### src/rtl/pmod_als_spi_master_pkg.sv
// Shared types and helpers for the PmodALS SPI master: FSM state encoding,
// LED count and the bargraph renderer.
package pmod_als_spi_master_pkg;

    typedef enum logic [2:0] {
        ST_IDLE  = 3'd0,
        ST_SETUP = 3'd1,
        ST_SHIFT = 3'd2,
        ST_HOLD  = 3'd3,
        ST_GAP   = 3'd4
    } spi_state_e;

    localparam int BAR_LEDS = 16;

    // Lights LEDs 0..top inclusive; a zero reading turns every LED off.
    function automatic logic [BAR_LEDS-1:0] bar_render(input logic [3:0] top,
                                                       input logic       nonzero);
        logic [BAR_LEDS-1:0] bar;
        bar = '0;
        for (int i = 0; i < BAR_LEDS; i++) begin
            bar[i] = nonzero && (i <= int'(top));
        end
        return bar;
    endfunction

endpackage

### src/rtl/pmod_als_spi_master_sclk_gen.sv
// SPI clock generator: a half-period counter that toggles sclk (CPOL=1) and
// reports rise/fall strobes plus the number of rising edges in the frame.
module pmod_als_spi_master_sclk_gen #(
    parameter int CLK_DIV    = 4,
    parameter int FRAME_BITS = 16
) (
    input  logic                              clk,
    input  logic                              rst_n,
    input  logic                              run,
    output logic                              sclk,
    output logic                              half_tick,
    output logic                              rise_tick,
    output logic                              fall_tick,
    output logic [$clog2(FRAME_BITS+1)-1:0]   edge_cnt
);

    localparam int HW = $clog2(CLK_DIV);
    localparam int EW = $clog2(FRAME_BITS + 1);
    localparam logic [HW-1:0] HALF_LAST = HW'(CLK_DIV - 1);
    localparam logic [EW-1:0] LAST_EDGE = EW'(FRAME_BITS);

    logic [HW-1:0] hcnt_q, hcnt_d;
    logic          sclk_q, sclk_d;
    logic [EW-1:0] edge_q, edge_d;

    // NOTE: every always_comb output gets a default first so no path leaves it unassigned (no latch).
    always_comb begin
        half_tick = run && (hcnt_q == HALF_LAST);
        rise_tick = half_tick && !sclk_q;
        // Once the last rising edge is done sclk stays high for the hold phase.
        fall_tick = half_tick && sclk_q && (edge_q != LAST_EDGE);
        hcnt_d    = '0;
        sclk_d    = 1'b1;
        edge_d    = '0;
        if (run) begin
            hcnt_d = half_tick ? '0 : hcnt_q + HW'(1);
            sclk_d = sclk_q ^ (rise_tick || fall_tick);
            edge_d = edge_q + EW'(rise_tick);
        end
    end

    // NOTE: sequential state uses non-blocking assignments so all flops update together.
    always_ff @(posedge clk or negedge rst_n) begin
        if (!rst_n) begin
            hcnt_q <= '0;
            sclk_q <= 1'b1;
            edge_q <= '0;
        end else begin
            hcnt_q <= hcnt_d;
            sclk_q <= sclk_d;
            edge_q <= edge_d;
        end
    end

    assign sclk     = sclk_q;
    assign edge_cnt = edge_q;

endmodule

### src/rtl/pmod_als_spi_master.sv
// Self-timed SPI master for ADC081S021-style light sensors: frame FSM, shift
// register, data-field extract, periodic auto-sampling and LED rendering.
module pmod_als_spi_master
    import pmod_als_spi_master_pkg::*;
#(
    parameter int CLK_DIV    = 4,
    parameter int FRAME_BITS = 16,
    parameter int DATA_MSB   = 12,
    parameter int DATA_LSB   = 5,
    parameter int CS_GAP     = 8,
    parameter int PERIOD_W   = 24
) (
    input  logic                         clk,
    input  logic                         rst_n,
    input  logic                         miso,
    input  logic                         start,
    input  logic                         auto_en,
    input  logic [PERIOD_W-1:0]          sample_period,
    input  logic                         bar_mode,
    output logic                         sclk,
    output logic                         cs_n,
    output logic                         busy,
    output logic [DATA_MSB-DATA_LSB:0]   data,
    output logic [FRAME_BITS-1:0]        frame_raw,
    output logic                         data_valid,
    output logic [BAR_LEDS-1:0]          led
);

    localparam int DW = DATA_MSB - DATA_LSB + 1;
    localparam int EW = $clog2(FRAME_BITS + 1);
    localparam int GW = $clog2(CS_GAP + 1);
    localparam logic [EW-1:0] LAST_EDGE = EW'(FRAME_BITS);
    localparam logic [GW-1:0] GAP_LAST  = GW'(CS_GAP - 1);

    spi_state_e              state_q, state_d;
    logic                    cs_n_q, cs_n_d;
    logic [FRAME_BITS-1:0]   shift_q, shift_d;
    logic [FRAME_BITS-1:0]   frame_q, frame_d;
    logic [DW-1:0]           data_q, data_d;
    logic                    dv_q, dv_d;
    logic [BAR_LEDS-1:0]     led_q, led_d;
    logic [GW-1:0]           gap_q, gap_d;
    logic [PERIOD_W-1:0]     per_q, per_d;
    logic                    pend_q, pend_d;

    logic                    gen_run;
    logic                    half_tick, rise_tick, fall_tick;
    logic [EW-1:0]           edge_cnt;
    logic [PERIOD_W-1:0]     per_last;
    logic                    auto_tick;
    logic [BAR_LEDS-1:0]     led_raw;

    assign gen_run = (state_q == ST_SETUP) || (state_q == ST_SHIFT) || (state_q == ST_HOLD);

    pmod_als_spi_master_sclk_gen #(
        .CLK_DIV    (CLK_DIV),
        .FRAME_BITS (FRAME_BITS)
    ) u_sclk_gen (
        .clk       (clk),
        .rst_n     (rst_n),
        .run       (gen_run),
        .sclk      (sclk),
        .half_tick (half_tick),
        .rise_tick (rise_tick),
        .fall_tick (fall_tick),
        .edge_cnt  (edge_cnt)
    );

    // Auto timer: a period of 0 or 1 degenerates to a tick every clock.
    always_comb begin
        per_last  = (sample_period > PERIOD_W'(1)) ? sample_period - PERIOD_W'(1) : '0;
        auto_tick = auto_en && (per_q >= per_last);
        per_d     = (!auto_en || auto_tick) ? '0 : per_q + PERIOD_W'(1);
        pend_d    = '0;
        if (auto_en && (state_q != ST_IDLE)) begin
            pend_d = pend_q || auto_tick;
        end
    end

    always_comb begin
        state_d = state_q;
        cs_n_d  = cs_n_q;
        shift_d = shift_q;
        frame_d = frame_q;
        data_d  = data_q;
        dv_d    = 1'b0;
        gap_d   = '0;
        unique case (state_q)
            ST_IDLE: begin
                // start and an auto tick arriving together launch a single frame.
                if (start || auto_tick || pend_q) begin
                    state_d = ST_SETUP;
                    cs_n_d  = 1'b0;
                end
            end
            ST_SETUP: begin
                if (fall_tick) begin
                    state_d = ST_SHIFT;
                end
            end
            ST_SHIFT: begin
                if (rise_tick) begin
                    shift_d = {shift_q[FRAME_BITS-2:0], miso};
                end
                if (half_tick && (edge_cnt == LAST_EDGE)) begin
                    state_d = ST_HOLD;
                end
            end
            ST_HOLD: begin
                if (half_tick) begin
                    state_d = ST_GAP;
                    cs_n_d  = 1'b1;
                    frame_d = shift_q;
                    data_d  = shift_q[DATA_MSB:DATA_LSB];
                    dv_d    = 1'b1;
                end
            end
            ST_GAP: begin
                gap_d = gap_q + GW'(1);
                if (gap_q == GAP_LAST) begin
                    state_d = ST_IDLE;
                    gap_d   = '0;
                end
            end
            default: begin
                state_d = ST_IDLE;
                cs_n_d  = 1'b1;
            end
        endcase
    end

    // led is re-rendered every clock so a bar_mode change shows on the next edge.
    assign led_raw = BAR_LEDS'(data_q);
    assign led_d   = bar_mode ? bar_render(data_q[DW-1 -: 4], |data_q) : led_raw;

    always_ff @(posedge clk or negedge rst_n) begin
        if (!rst_n) begin
            state_q <= ST_IDLE;
            cs_n_q  <= 1'b1;
            shift_q <= '0;
            frame_q <= '0;
            data_q  <= '0;
            dv_q    <= 1'b0;
            led_q   <= '0;
            gap_q   <= '0;
            per_q   <= '0;
            pend_q  <= 1'b0;
        end else begin
            state_q <= state_d;
            cs_n_q  <= cs_n_d;
            shift_q <= shift_d;
            frame_q <= frame_d;
            data_q  <= data_d;
            dv_q    <= dv_d;
            led_q   <= led_d;
            gap_q   <= gap_d;
            per_q   <= per_d;
            pend_q  <= pend_d;
        end
    end

    assign cs_n       = cs_n_q;
    assign busy       = (state_q != ST_IDLE);
    assign data       = data_q;
    assign frame_raw  = frame_q;
    assign data_valid = dv_q;
    assign led        = led_q;

endmodule
### config.mk
export PLATFORM = sky130hd
export DESIGN_NAME = pmod_als_spi_master
export DESIGN_NICKNAME = d
export VERILOG_FILES = /design/src/rtl/pmod_als_spi_master_pkg.sv /design/src/rtl/pmod_als_spi_master_sclk_gen.sv /design/src/rtl/pmod_als_spi_master.sv
export SDC_FILE = /design/constraint.sdc
export NUM_CORES = 1
export LEC_CHECK = 0
export BUFFER_PORTS_ARGS = -buffer_cell sky130_fd_sc_hd__buf_4
export CORE_MARGIN = 4
export CORE_UTILIZATION = 50
export DETAILED_ROUTE_END_ITERATION = 12
export PLACE_DENSITY_LB_ADDON = 0.2
export SYNTH_ARGS = -nofsm -noshare
export SYNTH_HDL_FRONTEND = slang
export SYNTH_SLANG_ARGS = --single-unit
### constraint.sdc
create_clock -name clk -period 3.6 [get_ports clk]
set_input_delay 0.72 -clock clk [delete_from_list [all_inputs] [get_ports clk]]
set_output_delay 0.72 -clock clk [all_outputs]
set_load 0.02 [all_outputs]
==> impl_metrics.ini, run 1 <==
[run_status]
status = finished clean

[placed_design]
gp_congestion = 0.8235
io_buffers = 73
pre_cts_ws_ns = -0.2902
dp_hpwl_um = 7429
placed_cell_area_um2 = 5703
dp_cells = 721

[floorplan]
num_rows = 35
io_pins = 74
fp.dieH_um = 106.4
floorplan.die_area_um2 = 11320
die-width_um = 106.4
core-area_um2 = 9328
start_util_pct = 51.91

[clock_network]
h-tree-depth = 3
cts_buffers = 9
cts_sinks = 90
clock-root-buffer = clkbuf_8
cts_hold_buf = 0
ctsResizeCount = 0
cts_setup_buffers = 0
clk_path_buf_depth = 2
insertion_delay_ns = 0.35
tritoncts = yes
clk_pin_slew_worst_paths_ns = 0.09

[synthesis]
async_flop_share_pct = 100.0
syn-num-nets = 569
syn_avg_cell_area_um2 = 9.532
synthTopCellsByArea = dfrtp_1 45%, ha_1 8.0%, nand2_1 7.1%
synth_ff_type = dfrtp_1
synth_xor_area_share_pct = 8.863
synth_top_family_by_area = simple AND/OR/NAND/NOR gates
yosysWarnings = 0
synth.distinct_cells = 46
synth_edf_count = 0
ys_seq_area_share_pct = 46.56
yosysMostFrequentCell = nand2_1
synth_compound_area_share_pct = 5.943
synth_cells = 508
synthAdderAreaFrac_pct = 8.010
synth_commonest_cells = 91 x nand2_1, 88 x dfrtp_1, 62 x nor2_1
synth_area_leader_cell = dfrtp_1
syn_area_um2 = 4842
synth-seq-cells = 90
synth_mux_area_share_pct = 3.721
synth_top_area_share_pct = 45.48
synthSimpleGateAreaFrac_pct = 23.02

[timing]
whs_ns = 0.4691
fin_setup_tns_ns = 0
finalCritPeriodShare_pct = 97.36
rsz0062_at_grt = no
period_minus_slack_ns = 3.505
tightest_slew_ns = 1.077
fmax_mhz = 285.3
fin_ws_ns = 0.09489
finClkSkew_ns = 0.01170
slew_violations = 0
setup_violations = 0
max-slew-margin-rel_pct = 28.22
final-hold-violation-count = 0

[final_layout]
fillers = 790
area_growth_pct = 22.76
final_cell_area_um2 = 5944
antenna_cells = 0
drive_gt1_share_pct = 25.16
fin_nets = 664
fin_cells = 737

[pwr]
irDropWorstVdd_mv = 0.3668
power_density_nw_per_um2 = 376.7
power_leakage_nw = 3.034

[route]
num_vias = 3831
wirelength_um = 9787
drc = 0
avgRoutedWirePerCell_um = 13.28
ant_nets = 0
drtIter0Drc = 169
viasPerCell = 5.198
firstDrtPassIters = 4

[global_route]
grt_max_degree = 91
grt.total_usage_pct = 18.57
grt-ovfl-total = 0
antenna_found_initial = 0
grt_pass1_vias = 3863
grt_pass1_wl_um = 17460

[critical_path]
crit_path_max_fanout = 23
required_ns = 3.87
start_kind = primary input
path_class = in -> reg
arrival_ns = 3.78
cp-end-kind = flop

[worst_hold_path]
hold_path_class = reg -> reg

[job]
max_cap_viol_count = 0
where the power goes:
| part | internal [mW] | leakage (nW) | switching (mW) | total (mW) |
|---|---|---|---|---|
| sequential | 1.06 | 1.23 | 0.0535 | 1.12 |
| combinational | 0.151 | 1.69 | 0.206 | 0.357 |
| clock | 0.398 | 0.112 | 0.366 | 0.765 |
| total | 1.61 | 3.03 | 0.626 | 2.24 |
flip-flops by register name, summed over array words and instances, names as in the netlist, 2 cells and up:
register	count
frame_raw	16
gap_q	4
led	16
per_q	24
shift_q	16
state_q	3
u_sclk_gen.edge_cnt	5
u_sclk_gen.hcnt_q	2
final cells by class:
class / count / area, um^2 / area share [%]
Clock buffer: 9 / 123.9 / 2.084
Sequential cell: 90 / 2255 / 37.93
Multi-Input combinational cell: 382 / 2446 / 41.15
Tap cell: 129 / 161.4 / 2.715
Inverter: 16 / 60.06 / 1.010
Timing Repair Buffer: 104 / 797.0 / 13.41
Clock inverter: 7 / 101.3 / 1.705
through the flow:
stage | total power [mW] | util (%)
after global placement | 1.482 | 61.14
after detailed placement | 1.494 | 61.14
after CTS | 2.264 | 63.55
after floorplan | 1.334 | -
final | 2.240 | 63.73
after global routing | 2.369 | 63.73
worst max-delay path: stages:
cell,delay [ns]
buf_4,0.11
or3_1,0.37
or3b_1,0.36
or4_1,0.41
buf_6,0.19
and2_1,0.17
ha_1,0.27
nor2b_1,0.04
o21ai_0,0.24
a221oi_2,0.14
or3b_2,0.50
a41o_1,0.25
cells in the final DEF (no fill, tap or decap), types with 2 or more instances in the layout:
cell type and count:
buf_4 102, nand2_1 90, dfrtp_1 88, nor2_1 62, ha_1 30, xnor2_1 25
xor2_1 24, a21oi_1 18, mux2_2 16, inv_1 15, nand3_1 15, nor3_1 12
o21ai_0 12, nand4_1 10, clkbuf_8 9, nor4_1 8, and3_1 7, nand2_2 5
and2_1 5, nor4_2 4, or3_1 3, or4_1 3, nor2b_1 3, a31oi_1 3
a21o_1 3, o211ai_1 2, a41o_1 2, a22oi_1 2, and4b_1 2, nand2b_1 2
a211oi_1 2, bufinv_16 2, dfstp_2 2
worst paths after layout:
| kind | slack [ns] | cells after the start | to | startpoint |
|---|---|---|---|---|
| min in group asynchronous | 0.55 | 1 | per_q[3]$_DFF_PN0_ | rst_n |
| worst max-delay path | 0.09 | 12 | cs_n$_DFFE_PN1P_ | sample_period[21] |
| worst max register to register | 1.35 | 5 | shift_q[6]$_DFFE_PN0P_ | state_q[2]$_DFFE_PN0P_ |
| max in group asynchronous | 2.34 | 1 | shift_q[6]$_DFFE_PN0P_ | rst_n |
| worst min-delay path | 0.47 | 1 | u_sclk_gen.hcnt_q[0]$_DFF_PN0_ | u_sclk_gen.hcnt_q[0]$_DFF_PN0_ |
| worst min register to register | 0.47 | 1 | u_sclk_gen.hcnt_q[0]$_DFF_PN0_ | u_sclk_gen.hcnt_q[0]$_DFF_PN0_ |
per-layer routing:
layer / global-route usage [%] / share of wire (%) / vias to the layer above
li1: - / - / 1912
met1: 24.85 / 45 / 1842
met2: 31.40 / 50 / 73
met3: 3.764 / 5.2 / 4
met4: 3.927 / 0.57 / 0
met5: 0 / 0 / -
kinds of logic after synthesis:
| family | count (synthesis) |
|---|---|
| XOR/XNOR | 49 |
| multiplexers | 16 |
| buffers and inverters | 36 |
| AND/OR/NAND/NOR | 238 |
| adder cells (fa/ha/maj) | 31 |
| AO/OA/AOI/OAI | 48 |
| flip-flops | 90 |
Note: power is estimated with default switching activity, not from simulation.
==> inputs of run 2 (changes only) <==
--- a/config.mk
+++ b/config.mk
@@ -10,6 +10,7 @@
 export CORE_UTILIZATION = 50
 export DETAILED_ROUTE_END_ITERATION = 12
 export PLACE_DENSITY_LB_ADDON = 0.2
+export REMOVE_ABC_BUFFERS = 1
 export SYNTH_ARGS = -nofsm -noshare
 export SYNTH_HDL_FRONTEND = slang
 export SYNTH_SLANG_ARGS = --single-unit
==> run 2 against run 1 <==
Compared with the run above:
- via count increased by 1.9%
- global-route usage increased by 1.2 points
- count of clock-buffer cells in the layout unchanged
- worst hold slack got worse by 0.11 ns
- final cell count increased by 2.2%
- sequential share of layout area decreased by 0.59 points
- clock skew increased by 0.0051 ns
- sequential cell count unchanged
- core utilization increased by 1.0 points
==> impl_metrics.ini, run 2 (synthesis gave the netlist of run 1 again) <==
[run_status]
status = finished clean

[global_route]
grt_pass1_wl_um = 18530
grt_pass1_vias = 3995
grt.total_usage_pct = 19.77
grt_max_degree = 47
antenna_found_initial = 0
grt-ovfl-total = 0

[critical_path]
critical_path_depth = 13
cp_cell_sequence = buf_4 > or3_1 > or3b_1 > or4_4 > buf_6 > and2_1 > ha_1 > nor2b_1 > o21ai_0 > a221oi_2 > buf_4 > or3b_4 > a41o_1
cpLargestDelayFamily = simple AND/OR/NAND/NOR gates
reg2reg_from = state_q[2]$_DFFE_PN0P_
path_buf_inv = 3
r2r_slack_ns = 1.22
path_class = in -> reg
critPathMaxStageDelay_ns = 0.44
crit_slowest_cell = or4_4
crit_path_frequent_cell = buf_4
cp-end-kind = flop
arrival_ns = 3.79
required_ns = 3.88
start_kind = primary input
r2r_cells = 5
crit_path_max_fanout = 5
crit_start = sample_period[21]
regToRegEndpoint = shift_q[12]$_DFFE_PN0P_
cp-endpoint = cs_n$_DFFE_PN1P_

[final_layout]
antenna_cells = 0
final_cell_mix = 116 x buf_4, 91 x nand2_1, 88 x dfrtp_1
multi_input_area_um2 = 2425
fin_nets = 680
drive_gt1_share_pct = 26.60
fillers = 779
area_growth_pct = 24.70
largest_reg_flops = 24
regMostFlops = per_q
final_util_pct = 64.74
seq_area_um2 = 2255
final_common_cell = buf_4

[timing]
fmax_mhz = 284.6
setup_violations = 0
slew_violations = 0
period_minus_slack_ns = 3.514
fin_ws_ns = 0.08589
finClkSkew_ns = 0.01684
max-slew-margin-rel_pct = 47.99
fin_setup_tns_ns = 0
final-hold-violation-count = 0
finalCritPeriodShare_pct = 97.61
tightest_slew_ns = 0.7795

[route]
viasPerCell = 5.182
ant_nets = 0
drc = 0
drtIter0Drc = 159
avgRoutedWirePerCell_um = 14.27
wirelength_um = 10740
firstDrtPassIters = 5
num_vias = 3902

[pwr]
power_density_nw_per_um2 = 367.0
intPower_mw = 1.561
p_comb_share_pct = 16.8
sw_frac_of_total_pct = 29.56
irDropWorstVdd_mv = 0.2302
fin_total_pwr_mw = 2.216
power_leakage_nw = 3.111
power.share.clock_pct = 33.0
power_switching_uw = 654.9
sequentialPowerShare_pct = 50.2

[worst_hold_path]
hold_path_class = in -> async

[clock_network]
cts_hold_buf = 0
cts_buffers = 9
h-tree-depth = 3
clk_path_buf_depth = 2
clock-root-buffer = clkbuf_8
cts_sinks = 90
clk_pin_slew_worst_paths_ns = 0.09
insertion_delay_ns = 0.36
tritoncts = yes

[job]
max_cap_viol_count = 0

[placed_design]
pre_cts_ws_ns = -0.3591
gp_congestion = 0.8570
dp_hpwl_um = 8302
io_buffers = 73

[floorplan]
core-area_um2 = 9328
floorplan.die_area_um2 = 11320
num_rows = 35
die-width_um = 106.4
fp.dieH_um = 106.4
io_pins = 74
start_util_pct = 51.91
-- run 2: changes by cell type in the layout (fill, tap and decap cells not counted), sizes merged --
cell and delta:
buf +16, bufinv -1, clkinv +1, clkinvlp -1
inv +1
-- run 2: worst min path at each step --
| stage | depth (start not counted) | from | slack [ns] | to |
|---|---|---|---|---|
| CTS | 1 | rst_n | 0.37 | per_q[19]$_DFF_PN0_ |
| global placement | 1 | u_sclk_gen.hcnt_q[0]$_DFF_PN0_ | 0.43 | u_sclk_gen.hcnt_q[0]$_DFF_PN0_ |
| global route | 1 | rst_n | 0.40 | per_q[19]$_DFF_PN0_ |
| finish | 1 | rst_n | 0.36 | per_q[19]$_DFF_PN0_ |
| floorplan | 0 | rst_n | 0.42 | data_valid$_DFF_PN0_ |
| detailed placement | 1 | u_sclk_gen.hcnt_q[0]$_DFF_PN0_ | 0.45 | u_sclk_gen.hcnt_q[0]$_DFF_PN0_ |
-- run 2: per-stage QoR --
stage | hold WS [ns] | std cells | instance area [um^2]
detailed placement | 0.4475 | 734 | 5767
global placement | 0.4282 | 734 | 5767
finish | 0.3573 | 753 | 6038
CTS | 0.3654 | 750 | 5986
floorplan | 0.4192 | 488 | 4715
global route | 0.3973 | 753 | 6038
-- run 2: layout make-up --
type | instances | share of cell area [%]
Sequential cell | 90 | 37.34
Clock buffer | 9 | 2.051
Timing Repair Buffer | 120 | 15.21
Clock inverter | 7 | 1.575
Inverter | 16 | 0.9946
Tap cell | 129 | 2.673
Multi-Input combinational cell | 382 | 40.16
-- run 2: layer usage --
metal  part of all wire, %  up-vias  GRT usage, %
met5                     0        -             0
met4                  0.63        0         3.379
met3                   3.4        8         4.554
met2                    51       56         33.76
met1                    45     1890         26.15
li1                      -     1948             -
-- run 2: what timing repair did --
action	in CTS	in global routing
endpoints found under the setup margin	0	27
hold endpoints to repair	0	0
resized for setup	0	7
setup buffers	0	2
-- run 2: power by group through the flow --
| stage | Clock [mW] | Sequential, mW | Combinational (mW) |
|---|---|---|---|
| global placement | 0 | 1.13 | 0.356 |
| floorplan | 0 | 1.14 | 0.186 |
| global route | 0.792 | 1.12 | 0.421 |
| CTS | 0.749 | 1.11 | 0.375 |
| detailed placement | 0 | 1.13 | 0.372 |
| finish | 0.731 | 1.11 | 0.372 |
==> inputs of run 3 (changes only) <==
--- a/config.mk
+++ b/config.mk
@@ -6,8 +6,8 @@
 export NUM_CORES = 1
 export LEC_CHECK = 0
 export BUFFER_PORTS_ARGS = -buffer_cell sky130_fd_sc_hd__buf_4
-export CORE_MARGIN = 4
-export CORE_UTILIZATION = 50
+export CORE_MARGIN = 5
+export CORE_UTILIZATION = 40
 export DETAILED_ROUTE_END_ITERATION = 12
 export PLACE_DENSITY_LB_ADDON = 0.2
 export REMOVE_ABC_BUFFERS = 1
==> run 3 against run 2 <==
Compared with the run above:
- non-clock buffer count decreased by 2
- register-to-register slack improved by 0.07 ns
- largest cell class unchanged
- largest power group unchanged
- maximum frequency increased by 0.59%
- setup slack improved by 0.021 ns
- global-route usage decreased by 4.2 points
==> impl_metrics.ini, run 3 (synthesis gave the netlist of run 1 again) <==
[run_status]
status = finished clean

[critical_path]
arrival_ns = 3.76
crit_slowest_cell = or4_4
cp_cell_sequence = buf_4 > or3_4 > or3b_1 > or4_4 > buf_12 > and2_1 > ha_1 > nor2b_1 > o21ai_2 > a221oi_2 > buf_4 > buf_4 > or3b_4 > a41o_1
required_ns = 3.87
cp-end-kind = flop
critPathMaxStageDelay_ns = 0.46
crit_path_max_fanout = 8
crit_path_frequent_cell = buf_4
start_kind = primary input
r2r_cells = 5
path_class = in -> reg

[pwr]
irDropWorstVdd_mv = 0.2753
power_leakage_nw = 3.142
fin_total_pwr_mw = 2.382
power_density_nw_per_um2 = 386.2

[route]
viasPerCell = 5.077
firstDrtPassIters = 4
drtIter0Drc = 271
ant_nets = 0
avgRoutedWirePerCell_um = 14.05
drc = 0
wirelength_um = 10810
num_vias = 3904

[timing]
period_minus_slack_ns = 3.493
finClkSkew_ns = 0.005415
final-hold-violation-count = 0
max-slew-margin-rel_pct = 47.07
finalCritPeriodShare_pct = 97.04
fin_setup_tns_ns = 0
fmax_mhz = 286.3
tightest_slew_ns = 0.7940
slew_violations = 0
setup_violations = 0
rsz0062_at_grt = yes

[job]
max_cap_viol_count = 0

[floorplan]
start_util_pct = 40.48
fp.dieH_um = 120.0
floorplan.die_area_um2 = 14410
io_pins = 74
core-area_um2 = 11960
num_rows = 40
die-width_um = 120.0

[global_route]
grt.total_usage_pct = 15.62
grt_max_degree = 66
antenna_found_initial = 0
grt_pass1_wl_um = 18440
grt_pass1_vias = 4020
grt-ovfl-total = 0

[clock_network]
h-tree-depth = 3
insertion_delay_ns = 0.33
cts_buffers = 9
cts_hold_buf = 0
cts_sinks = 90
clk_pin_slew_worst_paths_ns = 0.06
clk_path_buf_depth = 2
clock-root-buffer = clkbuf_16
tritoncts = yes

[final_layout]
area_growth_pct = 27.36
multi_input_area_um2 = 2457
drive_gt1_share_pct = 27.01
seq_area_um2 = 2255
fin_nets = 678
largest_reg_flops = 24
antenna_cells = 0
fillers = 1099
final_cell_mix = 115 x buf_4, 91 x nand2_1, 88 x dfrtp_1
final_common_cell = buf_4
regMostFlops = per_q

[worst_hold_path]
holdPathStages = 1
hold_path_class = reg -> reg

[placed_design]
dp_hpwl_um = 8186
gp_congestion = 0.7915
io_buffers = 73
[run 3: cell types whose count changed in the layout (fill, tap and decap cells not counted), moves of 2 or more]
cell / change
clkbuf_8: -9
clkbuf_1: +2
clkinvlp_4: +2
clkinv_4: -2
nor4_1: -3
clkbuf_16: +10
nor4_2: +3
inv_8: -2
buf_6: -2
clkinv_2: +2
[run 3: layer usage]
| metal | track usage [%] | routed length (um) | vias to the layer above |
|---|---|---|---|
| li1 | - | - | 1938 |
| met1 | 19.47 | 4789 | 1901 |
| met2 | 26.52 | 5524 | 47 |
| met3 | 2.686 | 245 | 18 |
| met4 | 6.872 | 245 | 0 |
| met5 | 0 | 0 | - |
[run 3: metrics by stage]
stage	std cells	hold slack, ns	setup WS, ns	util (%)	instance area, um^2
floorplan	488	0.4192	-0.7314	-	4715
global placement	749	0.4314	-0.3289	48.11	5754
detailed placement	749	0.4499	-0.4324	48.11	5754
CTS	765	0.4578	0.009916	50.56	6048
global route	769	0.4742	-0.06252	51.56	6167
finish	769	0.4494	0.1066	51.56	6167
[run 3: worst max-delay path: cells and delay by family]
kind / cells / cell delay [ns]
AND/OR/NAND/NOR: 6 / 1.80
buffers and inverters: 4 / 0.56
adder cells (fa/ha/maj): 1 / 0.26
AO/OA/AOI/OAI: 3 / 0.41
[run 3: final cells by class]
cell class,instances,share of cell area [%]
Clock inverter,5,0.8927
Clock buffer,11,3.774
Timing Repair Buffer,118,14.97
Inverter,16,0.9738
Tap cell,147,2.982
Sequential cell,90,36.56
Multi-Input combinational cell,382,39.85
[run 3: path summary, 6_finish.rpt]
kind                                                  end  slack (ns)                           start
max                                      cs_n$_DFFE_PN1P_        0.11               sample_period[21]
min                        u_sclk_gen.hcnt_q[0]$_DFF_PN0_        0.45  u_sclk_gen.hcnt_q[0]$_DFF_PN0_
max reg2reg                        shift_q[0]$_DFFE_PN0P_        1.29          state_q[2]$_DFFE_PN0P_
min reg2reg                u_sclk_gen.hcnt_q[0]$_DFF_PN0_        0.45  u_sclk_gen.hcnt_q[0]$_DFF_PN0_
max in group asynchronous       u_sclk_gen.sclk$_DFF_PN1_        2.36                           rst_n
min in group asynchronous              per_q[4]$_DFF_PN0_        0.47                           rst_n
[run 3: repair_timing]
action | in CTS | in global routing
gates resized for setup | 1 | 16
cloned | 0 | 1
pin swaps | 0 | 3
setup buffers | 0 | 3
endpoints found under the setup margin | 25 | 27
[run 3: report_power, final]
part	leakage [nW]	internal [mW]	switching (mW)
sequential	1.23	1.07	0.0497
combinational	1.77	0.158	0.210
clock	0.136	0.535	0.363
